`src/rtl/traffic_env_model.sv`:
```
// traffic_env_model: vehicle-side queue model closing the loop around a two-road traffic-light controller.
module traffic_env_chan #(
    parameter int CW        = 4,
    parameter int QMAX      = 15,
    parameter int DRAIN_CYC = 3
) (
    input  logic          clk,
    input  logic          rst,
    input  logic [1:0]    i_l,
    input  logic          i_arr,
    output logic [CW-1:0] o_cnt,
    output logic          o_pass,
    output logic          o_drop
);
    typedef enum logic [1:0] {IDLE, WAIT, DRAIN} st_t;
    localparam logic [7:0] RLD = 8'(DRAIN_CYC - 1);
    st_t           w_st;
    logic [CW-1:0] r_cnt;
    logic [7:0]    r_tmr;
    logic          w_pass;
    logic          w_acc;
    always_comb begin
        w_st   = (r_cnt == '0) ? IDLE : (i_l == 2'b00) ? DRAIN : WAIT;
        w_pass = (w_st == DRAIN) && (r_tmr == 8'd0);
        w_acc  = i_arr && ((r_cnt < CW'(QMAX)) || w_pass);
    end
    // Leaving DRAIN for any reason, even for one yellow cycle, discards partial progress.
    always_ff @(posedge clk) begin
        if (!rst) begin
            r_cnt  <= '0;
            r_tmr  <= RLD;
            o_pass <= 1'b0;
            o_drop <= 1'b0;
        end else begin
            r_cnt  <= r_cnt - CW'(w_pass) + CW'(w_acc);
            r_tmr  <= (w_st != DRAIN || w_pass) ? RLD : r_tmr - 8'd1;
            o_pass <= w_pass;
            o_drop <= i_arr && !w_acc;
        end
    end
    assign o_cnt = r_cnt;
endmodule


```
`config.mk`:
```
export PLATFORM = sky130hd
export DESIGN_NAME = traffic_env_chan
export DESIGN_NICKNAME = d
export VERILOG_FILES = /design/src/rtl/traffic_env_model.sv
export SDC_FILE = /design/constraint.sdc
export NUM_CORES = 1
export LEC_CHECK = 0
export ABC_AREA = 0
export CORE_MARGIN = 2
export CORE_UTILIZATION = 50
export CTS_CLUSTER_DIAMETER = 40
export CTS_CLUSTER_SIZE = 10
export DETAILED_ROUTE_END_ITERATION = 12
export GPL_TIMING_DRIVEN = 0
export PLACE_DENSITY = 0.75
export REMOVE_ABC_BUFFERS = 1
export SLEW_MARGIN = 20
export SYNTH_ARGS = -nofsm -noshare
export SYNTH_HDL_FRONTEND = slang
export SYNTH_SLANG_ARGS = --single-unit
```
`constraint.sdc`:
```
create_clock -name clk -period 3.1 [get_ports clk]
set_input_delay 0.31 -clock clk [delete_from_list [all_inputs] [get_ports clk]]
set_output_delay 0.31 -clock clk [all_outputs]
set_load 0.05 [all_outputs]
```
=== Yosys cells after proc, flatten, opt, wreduce, memory -nomap -nowiden ===
Cells that the tools add are included.

* Bits in registers: 14
* Bits in latches: 0
* Memory bits (writable): 0
* Bits in read-only memories: 0
* Bits of input ports: 5
* Word-level logic and storage cells: 23
* Memories kept: 0

* $add $sub $neg: 3
* Multiply operators: 0
* Divide/modulo/power cells: 0
* Order comparisons: 1
* Eq/ne operators: 2
* Shifts and indexed selects: 0
* Mux-type cells: 2
* Bitwise gates (word level): 1
* Reduce and logical (&&, ||, !) cells: 10

{| class="wikitable"
|+ Operators with widths
! cell !! count
|-
| 8-bit zero test || 1
|-
| 8-bit by 1-bit subtractor with 8-bit output, second input constant || 1
|-
| 4-bit by 1-bit adder with 4-bit output || 1
|-
| 4-bit zero test || 1
|-
| 4-bit < comparator, second input constant || 1
|-
| 2-bit 2-to-1 mux || 2
|-
| 4-bit by 1-bit subtractor with 4-bit output || 1
|-
| 1-bit logical AND || 3
|-
| 2-bit equality test, second input constant || 1
|-
| 2-bit zero test || 1
|-
| 1-bit logical OR || 2
|-
| 2-bit != test, second input constant || 1
|-
| 2-bit OR reduction || 1
|-
| 1-bit zero test || 1
|-
| 1-bit inverter || 1
|}

=== Longest topological paths before layout ===
* Depth after elaboration: 9
* Mapped depth: 11
* Depth with buffers taken out: 11

=== Worst setup path after synthesis ===
No wires, ideal clock.

* Kind: reg-to-reg
* From: reg r_cnt[2], in the netlist o_cnt[2]
* To: reg r_cnt[1], in the netlist o_cnt[1]
* Arrival: 2.305 ns
* Slack: 0.680 ns
* Stages on the path, launching flop included: 8
* Path buffers: 0
* Period minus slack after synthesis: 2.420 ns
* Path through: dfxtp_1 > inv_1 > ha_1 > a2111oi_4 > mux2i_1 > ha_1 > fa_1 > and2_1

* Word-level cells in the longest chain between the ends: 7
* Elaborated cells on any way between the ends: 9

{| class="wikitable"
|+ RTL lines
! what !! RTL line !! RTL
|-
| start: declaration || 18 || <nowiki>logic [CW-1:0] r_cnt;</nowiki>
|-
| start signal: assignment || 35 || <nowiki>r_cnt <= r_cnt - CW'(w_pass) + CW'(w_acc);</nowiki>
|-
| parallel branches: the longest is 6 deep, another holds 4-bit by 1-bit subtractor with 4-bit output || -- ||
|-
| 4-bit by 1-bit adder with 4-bit output (*) || 35 ||
|}

Mark *: on every way between the ends.
A chain may end at the register's enable or synchronous reset.

=== Final worst setup path ===
* From: reg r_tmr[0]
* To: reg r_cnt[1], in the netlist o_cnt[1]

* Word-level cells in the longest chain between the ends: 5
* Elaborated cells on any way between the ends: 6

{| class="wikitable"
|+ RTL lines
! what !! RTL line !! RTL
|-
| start: declaration || 19 || <nowiki>logic [7:0] r_tmr;</nowiki>
|-
| start signal: assignment || 36 || <nowiki>r_tmr <= (w_st != DRAIN || w_pass) ? RLD : r_tmr - 8'd1;</nowiki>
|-
| 8-bit zero test (*) || 24 || <nowiki>w_pass = (w_st == DRAIN) && (r_tmr == 8'd0);</nowiki>
|-
| 1-bit logical AND (*) || 24 ||
|-
| parallel branches: the longest is 2 deep, another holds 4-bit by 1-bit subtractor with 4-bit output || -- ||
|-
| 4-bit by 1-bit adder with 4-bit output (*) || 35 ||
|}

Marks and branches as above.

==> flow_metrics.env <==
export IMPL_wl_per_cell_um=11.46
export IMPL_slowest_stage="a2111oi_4"
export IMPL_die_height_um=42
export IMPL_ys_flop_type="dfxtp_1"
export IMPL_r2r_end="o_cnt[1]"
export IMPL_swShare_pct=35.13
export IMPL_drc=0
export IMPL_yosysMostFrequentCell="dfxtp_1"
export IMPL_critical_path_class="flop to flop"
export IMPL_antennaDiodeCount=0
export IMPL_r2r_slack_ns=0.56
export IMPL_crit_arrival_ns=2.71
export IMPL_hold_path_class="flop to flop"
export IMPL_grt_pass1_vias=504
export IMPL_path_max_fanout=5
export IMPL_die_area_um2=1764
export IMPL_first_pass_iters=4
export IMPL_clkSinkCount=14
export IMPL_min_period_ns=2.541
export IMPL_maxCapViolations=0
export IMPL_cts_resized=0
export IMPL_rows=13
export IMPL_synthDistinctLibCells=22
export IMPL_h_tree_depth=1
export IMPL_final_nets=104
export IMPL_grt_ovfl_total=0
export IMPL_leakagePower_nw=0.3255
export IMPL_run_status="completed"
export IMPL_synth_edf_count=0
export IMPL_whs_endpoint="r_tmr[0]"
export IMPL_p_per_area_nw_per_um2=558.0
export IMPL_dp_hpwl_um=982.2
export IMPL_synth_area_um2=721.9
export IMPL_pwr_share_seq_pct=43.4
export IMPL_grt_max_degree=8
export IMPL_end_kind="flop"
export IMPL_ios=11
export IMPL_gp_congestion=0.8161
export IMPL_p_switching_mw=0.1692
export IMPL_cp_start_kind="flop"
export IMPL_antenna_found_initial=0
export IMPL_core_area_um2=1318
export IMPL_hold_path_cell_count=1
export IMPL_crit_top_cell="ha_1"
export IMPL_syn2layout_area_growth_pct=19.58
export IMPL_ys_ff_latch=14
export IMPL_tns_ns=0
export IMPL_synthTopCellsByArea="dfxtp_1 (39%), ha_1 (12%), nor2_1 (5.7%), xnor2_1 (4.9%), a2111oi_4 (3.8%)"
export IMPL_yosys_area_top_type="dfxtp_1"
export IMPL_worstReg2RegStart="r_tmr[0]"
export IMPL_cts_tree="built"
export IMPL_cts_hold_buf=0
export IMPL_yosysTopAreaCellShare_pct=38.82
export IMPL_num_fill_cells=119
export IMPL_relSlewSlack_pct=67.02
export IMPL_cp_top_family="adder cells"
export IMPL_intPower_mw=0.3125
export IMPL_crit_chain="inv_1 > ha_1 > nor3b_2 > nand2_2 > a2111oi_4 > mux2i_1 > ha_1 > fa_1 > and2_1"
export IMPL_clkPwrFrac_pct=20.2
export IMPL_max_freq_ghz=0.3935
export IMPL_grt_setup_unrepaired="no"
export IMPL_synth_seq_area_share_pct=38.82
export IMPL_peakVddDrop_v=0.0004551
export IMPL_track_usage_pct=16.05
export IMPL_multi_input_area_um2=415.4
export IMPL_grt_pass1_wl_um=2132
export IMPL_ant_nets=0
export IMPL_via_per_inst=5.231
export IMPL_drt_first_iter_violations=7
export IMPL_seq_area_um2=280.3
export IMPL_start_util_pct=54.80
export IMPL_clockRootBuffer="clkbuf_4"
export IMPL_dr_total_vias=544
export IMPL_comb_power_share_pct=36.4
export IMPL_min_from="r_tmr[0]"
export IMPL_hold_viol=0
export IMPL_numPortBuffers=10
export IMPL_fin_skew_ns=0.004690
export IMPL_critical_path_max_stage_delay_ns=0.42
export IMPL_die_w_um=42
export IMPL_fin_cells=104
export IMPL_async_flop_share_pct=0
export IMPL_critical_path_required_ns=3.27
export IMPL_timing_final_crit_share_pct=81.98
export IMPL_clk_path_buf_depth=2
export IMPL_cts_buffers_inserted=3
export IMPL_dp_cells=101
export IMPL_synth_avg_cell_area_um2=9.499
export IMPL_path_buf_inv=1
export IMPL_rr_worst_depth=9
export IMPL_clk_pin_slew_ns=0.08
export IMPL_setup_viol=0
export IMPL_drv_slew=0
export IMPL_cts_setup_buffers=0
export IMPL_worst_pin_slew_ns=0.4932
export IMPL_syn_inst=76
export IMPL_wl_um=1192
export IMPL_crit_start="r_tmr[0]"
export IMPL_clkLatencyLatePin_ns=0.27
export IMPL_synthTopCellsByCount="dfxtp_1 (14), nor2_1 (11), ha_1 (7), inv_1 (7), nand2_1 (7)"
export IMPL_drive_gt1_share_pct=7.865
export IMPL_yosys_warnings=0
-- state kept, by name, indices dropped and copies added, names as in the netlist --
register / count
o_drop: 1
o_cnt: 4
o_pass: 1
r_tmr: 8
-- worst max-delay path by stage --
stage                          end  cells past startpoint
after floorplan           o_cnt[1]                      7
after global routing      o_cnt[1]                      9
after global placement    o_cnt[1]                      9
after detailed placement  o_cnt[1]                      9
after CTS                 o_cnt[1]                      9
final                     o_cnt[1]                      9
-- final cells by class --
cell class                 count  area share, %
timing repair buffer          10          11.59
tap                           15          2.174
inverter                       7          3.043
clock buffer                   3          2.609
multi-input combinational     55          48.12
sequential                    14          32.46
-- per-stage QoR --
stage	total power [mW]	setup WS, ns	instance area, um^2	hold WS, ns	util (%)
2_1_floorplan	0.3423	0.6804	721.9	0.4128	-
3_3_place_gp	0.3854	0.5909	840.8	0.4272	63.82
3_5_place_dp	0.3913	0.5595	840.8	0.4320	63.82
4_1_cts	0.4896	0.5441	863.3	0.4475	65.53
5_1_grt	0.5120	0.3373	863.3	0.4780	65.53
6_report	0.4817	0.5587	863.3	0.4432	65.53
-- layer usage --
layer | global-route usage [%] | wire length (um) | up-vias
li1 | - | - | 280
met1 | 22.04 | 616 | 251
met2 | 22.50 | 510 | 9
met3 | 5.172 | 43 | 4
met4 | 7.742 | 22 | 0
met5 | 0 | 0 | -
-- power groups by stage --
stage,sequential (mW),clock (mW),combinational (mW)
after floorplan,0.255,0,0.0872
after global placement,0.213,0,0.172
after detailed placement,0.214,0,0.178
after CTS,0.210,0.102,0.178
after global routing,0.212,0.110,0.190
final,0.209,0.0974,0.175
-- cells by family after synthesis --
family	after synthesis	share of synthesized area, %
and+or+nand+nor	32	23.92
DFF	14	38.82
AOI/OAI and AO/OA	9	11.09
adders and majority gates	8	14.90
buffers and inverters	7	3.640
xor gates and xnor gates	4	4.852
muxes	2	2.773
-- layout by cell type (no fill, tap or decap), drive strengths merged --
cell type,instances
a2111o,1
a2111oi,1
a211o,1
a21o,1
a21oi,5
and2,2
clkbuf,3
clkdlybuf4s50,10
dfxtp,14
fa,1
ha,7
inv,7
mux2i,2
nand2,8
nand2b,4
nand3,1
nor2,11
nor3,2
nor3b,1
nor4,2
or3,1
xnor2,4
(Power assumes the default switching activity.)
